`config.mk`:
```
export PLATFORM = sky130hd
export DESIGN_NAME = agc_stats_accum
export DESIGN_NICKNAME = d
export VERILOG_FILES = /design/src/rtl/agc_stats_accum.sv
export SDC_FILE = /design/constraint.sdc
export NUM_CORES = 1
export LEC_CHECK = 0
export CAP_MARGIN = 20
export CORE_MARGIN = 4
export CORE_UTILIZATION = 50
export DETAILED_ROUTE_END_ITERATION = 12
export GPL_TIMING_DRIVEN = 0
export PLACE_DENSITY = 0.71
export SETUP_SLACK_MARGIN = 0.02
export SKIP_CTS_REPAIR_TIMING = 1
export SKIP_LAST_GASP = 1
export SYNTH_ARGS = -nofsm -noshare
export SYNTH_HDL_FRONTEND = slang
export SYNTH_SLANG_ARGS = --single-unit
export TNS_END_PERCENT = 1
```
`constraint.sdc`:
```
create_clock -name clk_i -period 12.05 [get_ports clk_i]
set_input_delay 1.205 -clock clk_i [delete_from_list [all_inputs] [get_ports clk_i]]
set_output_delay 1.205 -clock clk_i [all_outputs]
set_load 0.02 [all_outputs]
```
`src/rtl/agc_stats_accum.sv`:
```
// Per-window AGC statistics: sum of |x|^2 plus gt/lt flag counts over 2^PERIOD_LOG2 clocks; results 4 cycles after last sample.
// No backpressure: inputs are consumed every clock, and start_i is ignored while busy_o or done_o is high.
module agc_stats_accum #(
  parameter int NSAMP       = 8,
  parameter int ABS_BITS    = 4,
  parameter int PERIOD_LOG2 = 16,
  parameter int SQ_ACC_BITS = 32,
  parameter int CNT_BITS    = 24
) (
  input  logic                      clk_i,
  input  logic                      rst_n_i,
  input  logic [NSAMP*ABS_BITS-1:0] abs_i,
  input  logic [NSAMP-1:0]          gt_i,
  input  logic [NSAMP-1:0]          lt_i,
  input  logic                      start_i,
  output logic                      busy_o,
  output logic                      done_o,
  output logic                      valid_o,
  output logic [SQ_ACC_BITS-1:0]    sq_sum_o,
  output logic [CNT_BITS-1:0]       gt_count_o,
  output logic [CNT_BITS-1:0]       lt_count_o
);
  localparam int LSQ_W      = 2 * ABS_BITS;
  localparam int SQ_TREE_W  = LSQ_W + $clog2(NSAMP);
  localparam int CNT_TREE_W = $clog2(NSAMP + 1);
  localparam int SQ_SUM_W   = ((SQ_ACC_BITS > SQ_TREE_W) ? SQ_ACC_BITS : SQ_TREE_W) + 1;
  localparam int CNT_SUM_W  = ((CNT_BITS > CNT_TREE_W) ? CNT_BITS : CNT_TREE_W) + 1;
  localparam logic [SQ_SUM_W-1:0]  SQ_MAX  = (SQ_SUM_W'(1) << SQ_ACC_BITS) - SQ_SUM_W'(1);
  localparam logic [CNT_SUM_W-1:0] CNT_MAX = (CNT_SUM_W'(1) << CNT_BITS) - CNT_SUM_W'(1);

  typedef enum logic [1:0] {IDLE, ACCUM, DRAIN} state_t;

  state_t                 state, state_nxt;
  logic [PERIOD_LOG2-1:0] win_cnt;
  logic [1:0]             drain_cnt;
  logic                   clear, drain_exit;
  logic [1:0]             rst_sync;
  logic                   rst_n;

  // Reset asserts asynchronously but releases two clocks after rst_n_i rises.
  always_ff @(posedge clk_i or negedge rst_n_i) begin
    if (!rst_n_i) rst_sync <= '0;
    else          rst_sync <= {rst_sync[0], 1'b1};
  end
  assign rst_n = rst_sync[1];

  always_ff @(posedge clk_i or negedge rst_n) begin
    if (!rst_n) begin
      state     <= IDLE;
      win_cnt   <= '0;
      drain_cnt <= '0;
    end else begin
      state     <= state_nxt;
      win_cnt   <= (state == ACCUM) ? win_cnt + PERIOD_LOG2'(1) : '0;
      drain_cnt <= (state == DRAIN) ? drain_cnt + 2'd1 : '0;
    end
  end

  always_comb begin
    state_nxt  = state;
    clear      = 1'b0;
    drain_exit = 1'b0;
    case (state)
      IDLE:  if (start_i && !done_o) begin
               clear     = 1'b1;
               state_nxt = ACCUM;
             end
      ACCUM: if (&win_cnt) state_nxt = DRAIN;
      DRAIN: if (drain_cnt == 2'd2) begin
               drain_exit = 1'b1;
               state_nxt  = IDLE;
             end
      default: state_nxt = IDLE;
    endcase
  end

  assign busy_o = (state != IDLE);

  logic [NSAMP*ABS_BITS-1:0] s1_abs;
  logic [NSAMP-1:0]          s1_gt, s1_lt;
  logic [NSAMP*LSQ_W-1:0]    sq_lane, s2_sq;
  logic [CNT_TREE_W-1:0]     gt_pop, lt_pop, s2_gt, s2_lt, s3_gt, s3_lt;
  logic [SQ_TREE_W-1:0]      sq_tree, s3_sq;
  logic                      s1_win, s2_win, s3_win;

  // The 4-bit self-product reduces to a 16-entry constant table per lane.
  always_comb begin
    sq_lane = '0;
    gt_pop  = '0;
    lt_pop  = '0;
    for (int k = 0; k < NSAMP; k++) begin
      sq_lane[k*LSQ_W +: LSQ_W] = LSQ_W'(s1_abs[k*ABS_BITS +: ABS_BITS]) *
                                  LSQ_W'(s1_abs[k*ABS_BITS +: ABS_BITS]);
      gt_pop = gt_pop + CNT_TREE_W'(s1_gt[k]);
      lt_pop = lt_pop + CNT_TREE_W'(s1_lt[k]);
    end
  end

  always_comb begin
    sq_tree = '0;
    for (int k = 0; k < NSAMP; k++)
      sq_tree = sq_tree + SQ_TREE_W'(s2_sq[k*LSQ_W +: LSQ_W]);
  end

  // The window tag travels with each sample so the pipeline delay never shifts the window.
  always_ff @(posedge clk_i or negedge rst_n) begin
    if (!rst_n) begin
      s1_abs <= '0; s1_gt <= '0; s1_lt <= '0; s1_win <= 1'b0;
      s2_sq  <= '0; s2_gt <= '0; s2_lt <= '0; s2_win <= 1'b0;
      s3_sq  <= '0; s3_gt <= '0; s3_lt <= '0; s3_win <= 1'b0;
    end else begin
      s1_abs <= abs_i;   s1_gt <= gt_i;   s1_lt <= lt_i;   s1_win <= (state == ACCUM);
      s2_sq  <= sq_lane; s2_gt <= gt_pop; s2_lt <= lt_pop; s2_win <= s1_win;
      s3_sq  <= sq_tree; s3_gt <= s2_gt;  s3_lt <= s2_lt;  s3_win <= s2_win;
    end
  end

  logic [SQ_ACC_BITS-1:0] sq_acc, sq_nxt;
  logic [CNT_BITS-1:0]    gt_acc, lt_acc, gt_nxt, lt_nxt;
  logic [SQ_SUM_W-1:0]    sq_wide;
  logic [CNT_SUM_W-1:0]   gt_wide, lt_wide;

  assign sq_wide = SQ_SUM_W'(sq_acc) + SQ_SUM_W'(s3_sq);
  assign gt_wide = CNT_SUM_W'(gt_acc) + CNT_SUM_W'(s3_gt);
  assign lt_wide = CNT_SUM_W'(lt_acc) + CNT_SUM_W'(s3_lt);

  always_comb begin
    sq_nxt = sq_acc;
    gt_nxt = gt_acc;
    lt_nxt = lt_acc;
    if (clear) begin
      sq_nxt = '0;
      gt_nxt = '0;
      lt_nxt = '0;
    end else if (s3_win) begin
      sq_nxt = (sq_wide > SQ_MAX)  ? '1 : sq_wide[SQ_ACC_BITS-1:0];
      gt_nxt = (gt_wide > CNT_MAX) ? '1 : gt_wide[CNT_BITS-1:0];
      lt_nxt = (lt_wide > CNT_MAX) ? '1 : lt_wide[CNT_BITS-1:0];
    end
  end

  // Outputs take the next-state sums so the final sample lands in the same edge as done_o.
  always_ff @(posedge clk_i or negedge rst_n) begin
    if (!rst_n) begin
      sq_acc <= '0; gt_acc <= '0; lt_acc <= '0;
      sq_sum_o <= '0; gt_count_o <= '0; lt_count_o <= '0;
      done_o <= 1'b0;
      valid_o <= 1'b0;
    end else begin
      sq_acc <= sq_nxt;
      gt_acc <= gt_nxt;
      lt_acc <= lt_nxt;
      done_o <= drain_exit;
      if (clear) valid_o <= 1'b0;
      if (drain_exit) begin
        sq_sum_o   <= sq_nxt;
        gt_count_o <= gt_nxt;
        lt_count_o <= lt_nxt;
        valid_o    <= 1'b1;
      end
    end
  end
endmodule

```
==> flow_summary.yaml <==
routing:
  post_detailed_route_drc_marker_count: 0
  met2WireLength_mm: 15.76
  routed_len_inst_um: 16.94
  met3_length_mm: 1.869
  final_antenna_net_count: 0
  drt_first_iter_violations: 744
  routed_vias: 10576
  drt_pass1_iterations: 5
  route.detailed.vias_per_inst: 5.426
  highest-signal-layer: "met4"
  wl_mm: 33.01
  routedLengthMet1_mm: 14.52
yosys:
  synthesis.area_per_instance_sq_um: 11.43
  synth_largest_type_area_fraction_pct: 51.51
  yosys-mux-area-fraction_pct: 3.434
  number_of_enable_flip_flop_cells_after_synthesis: 0
  synthesis.instances: 1352
  yosysUniqueCellTypes: 72
  synthXorXnorAreaFrac_pct: 3.175
  synth.most_common_cell: "dfrtp_1"
  synth_top_cells_by_count: "dfrtp_1 (318), inv_1 (100), nand2_1 (98)"
  synth-adder-area-share_pct: 13.05
  synth_compound_area_share_pct: 11.57
  combinational_family_with_the_most_area_after_synthesis: "simple AND/OR/NAND/NOR gates"
  yosys-top-cells-area: "dfrtp_1 (52%), fa_1 (8.0%), ha_1 (5.0%)"
  postSynth.asyncResetShare_pct: 100.0
  synth-seq-cells: 318
  yosys_warnings: 0
  synth.cell_area_sq_um: 15450
  synthFlopType: "dfrtp_1"
  synth_largest_area_cell: "dfrtp_1"
  synth_simple_gate_area_share_pct: 13.64
  part_of_the_yosys_area_used_for_sequential_elements_pct: 51.51
layout:
  layout.area.seq_sq_um: 7961
  final_area_sq_um: 18610
  layout-drive-gt1-share_pct: 8.049
  final_cell_count_no_fill: 1949
  n_antenna_cell: 0
  layout-area-overhead-vs-synth_pct: 20.47
  finalCoreUtilization_pct: 61.01
  fillers: 2465
  fin_nets: 1705
  multiInputGateArea_sq_um: 6952
grt:
  grt_pass1_vias: 10634
  grt_usage_pct: 19.82
  number_of_antenna_violations_at_the_first_check_in_global_routing: 0
  globalRouteOverflowTotal: 0
  largest_net_degree_at_the_start_of_global_routing: 73
  first_pass_grt_wire_length_mm: 54.50
critical_path:
  timing.critical_path.slowest_stage_cell: "fa_1"
  crit_top_cell: "fa_1"
  timing_worst_setup_path_type: "flip-flop to flip-flop"
  worst_path_dominant_cell_family: "adder cells"
  timing.critical_path.from_type: "flip-flop"
  critical_path_buf_inv_count: 4
  max_stage_delay_ps: 560
  worstSetupEndpointType: "flip-flop"
  worstPathMaxFanout: 2
  worst-endpoint-required_ps: 12440
  cp_cell_sequence: "inv_1 -> fa_1 -> inv_1 -> fa_1 -> inv_1 -> fa_1 -> fa_1 -> inv_1 -> ha_1 -> fa_1 -> a21o_1 -> a21oi_1 -> o21bai_1 -> a21oi_1 -> nor2b_1 -> o21ai_0 -> nand2b_1"
  critical_path_arrival_ps: 4790
flow_run:
  cap_viol_max_count: 0
sta:
  timing.hold.ws_ps: 347.8
  period_minus_slack_ps: 4391
  fin_setup_tns_ps: 0
  rsz0062_at_grt: "false"
  timing.final.hold_violations: 0
  setup_ws_ps: 7659
  max_slew_margin_pct: 43.58
  report.final.slew_viol_count: 0
  finalSetupViolations: 0
  final.setup_skew_ps: 27.31
  fin_crit_sh_pct: 36.44
  timing.fmax_mhz: 227.7
  tightestPinTransition_ps: 846.4
floorplan:
  floorplan.rows: 64
  die_height_um: 183.8
  ios: 134
  placeableCoreArea_sq_um: 30510
  starting_density_of_the_core_pct: 50.64
  dieArea_sq_um: 33780
  die_x_um: 183.8
placed_design:
  dpl_ws_ps: 7633
  detailed_place_hpwl_mm: 23.95
  dpl-instance-area_sq_um: 17390
  place.gp.congestion: 0.8570
  placed_cells: 1888
  placement.io_buffers: 133
clocking:
  htreeDepth: 2
  clockRootBuffer: "clkbuf_16"
  clock-sinks: 318
  tritoncts: "built"
  maximum_buffer_depth_of_the_clock_tree: 3
  cts-buffers-inserted: 36
  clkLatencyLatePin_ps: 520
  cts.reportedPaths.clkPinSlew_ps: 60
power_and_ir_drop:
  p_seq_share_pct: 34.2
  switching_share_pct: 34.17
  power_frac_clock_pct: 28.2
  static-leakage-power_nw: 8.710
  power.net_switching_mw: 1.342
  combinational_share_of_power_pct: 37.6
  cellInternalPower_mw: 2.586
  post-layout-total-power_mw: 3.929
  power.density_cell_area_nw_per_um2: 211.1
  worst_ir_drop_vdd_mv: 0.1786
min_path:
  worst_hold_path_type: "flip-flop to flip-flop"
run_status:
  run_status: "finished clean"
==> path summary, 6_finish.rpt <==
| kind | from | endpoint | slack [ps] | cells past startpoint |
|---|---|---|---|---|
| max | s2_sq[2] | s3_sq[10] | 7660 | 17 |
| min reg2reg | s2_lt[3] | s3_lt[3] | 350 | 0 |
| min in group asynchronous | rst_sync[1] | win_cnt[7] | 440 | 0 |
| max reg2reg | s2_sq[2] | s3_sq[10] | 7660 | 17 |
| min | s2_lt[3] | s3_lt[3] | 350 | 0 |
| max in group asynchronous | rst_sync[1] | sq_sum_o[16] | 10430 | 2 |
==> layer usage <==
| layer | vias to the layer above | track usage (%) |
|---|---|---|
| met5 | - | 0 |
| met2 | 256 | 32.56 |
| met4 | 0 | 5.590 |
| met3 | 58 | 3.601 |
| met1 | 5273 | 27.44 |
| li1 | 4989 | - |
==> cell usage in the layout (no fill, tap or decap), types with 37 or more instances in the layout <==
master / netlist / final
inv_1: 100 / 100
nor2_1: 79 / 79
dfrtp_1: 318 / 317
fa_1: 62 / 62
nand2_1: 98 / 98
ha_1: 62 / 62
clkbuf_1: 33 / 37
and2_1: 55 / 55
nor2b_1: 39 / 39
clkdlybuf4s50_1: 0 / 133
a21oi_1: 49 / 49
o21ai_0: 45 / 45
==> area by class of cell <==
class | instances | area share (%)
Buffer | 40 | 0.9277
Clock buffer | 52 | 5.808
Clock inverter | 9 | 0.7394
Inverter | 101 | 2.037
Multi-Input combinational cell | 896 | 37.35
Sequential cell | 318 | 42.77
Tap cell | 396 | 2.662
Timing Repair Buffer | 137 | 7.704
==> power by group through the flow <==
stage	Clock [mW]	Combinational (mW)	Sequential, mW
2_1_floorplan	0	1.16	1.34
5_1_grt	1.18	1.69	1.36
6_report	1.11	1.48	1.34
4_1_cts	1.13	1.49	1.34
3_5_place_dp	0	1.48	1.36
3_3_place_gp	0	1.42	1.37
==> flip-flops by register name (all words and copies together) (netlist names), 2 cells and up <==
| name | cells |
|---|---|
| s2_sq | 56 |
| s1_abs | 32 |
| sq_acc | 32 |
| sq_sum_o | 32 |
| gt_acc | 24 |
| gt_count_o | 24 |
| lt_acc | 24 |
| lt_count_o | 24 |
| win_cnt | 16 |
| s3_sq | 11 |
| s1_gt | 8 |
| s1_lt | 8 |
| s2_gt | 4 |
| s2_lt | 4 |
| s3_gt | 4 |
| s3_lt | 4 |
| drain_cnt | 2 |
| rst_sync | 2 |
| state | 2 |
==> kinds of logic (layout without fill, tap and decap cells) <==
family	count (synthesis)	count (layout)
flops	318	318
mux	49	49
xor+xnor	56	56
compound gates	254	254
other cells	2	5
buf+inv	141	339
simple gates	408	408
fa+ha+maj	124	124
Power figures use the tool's default switching activity.
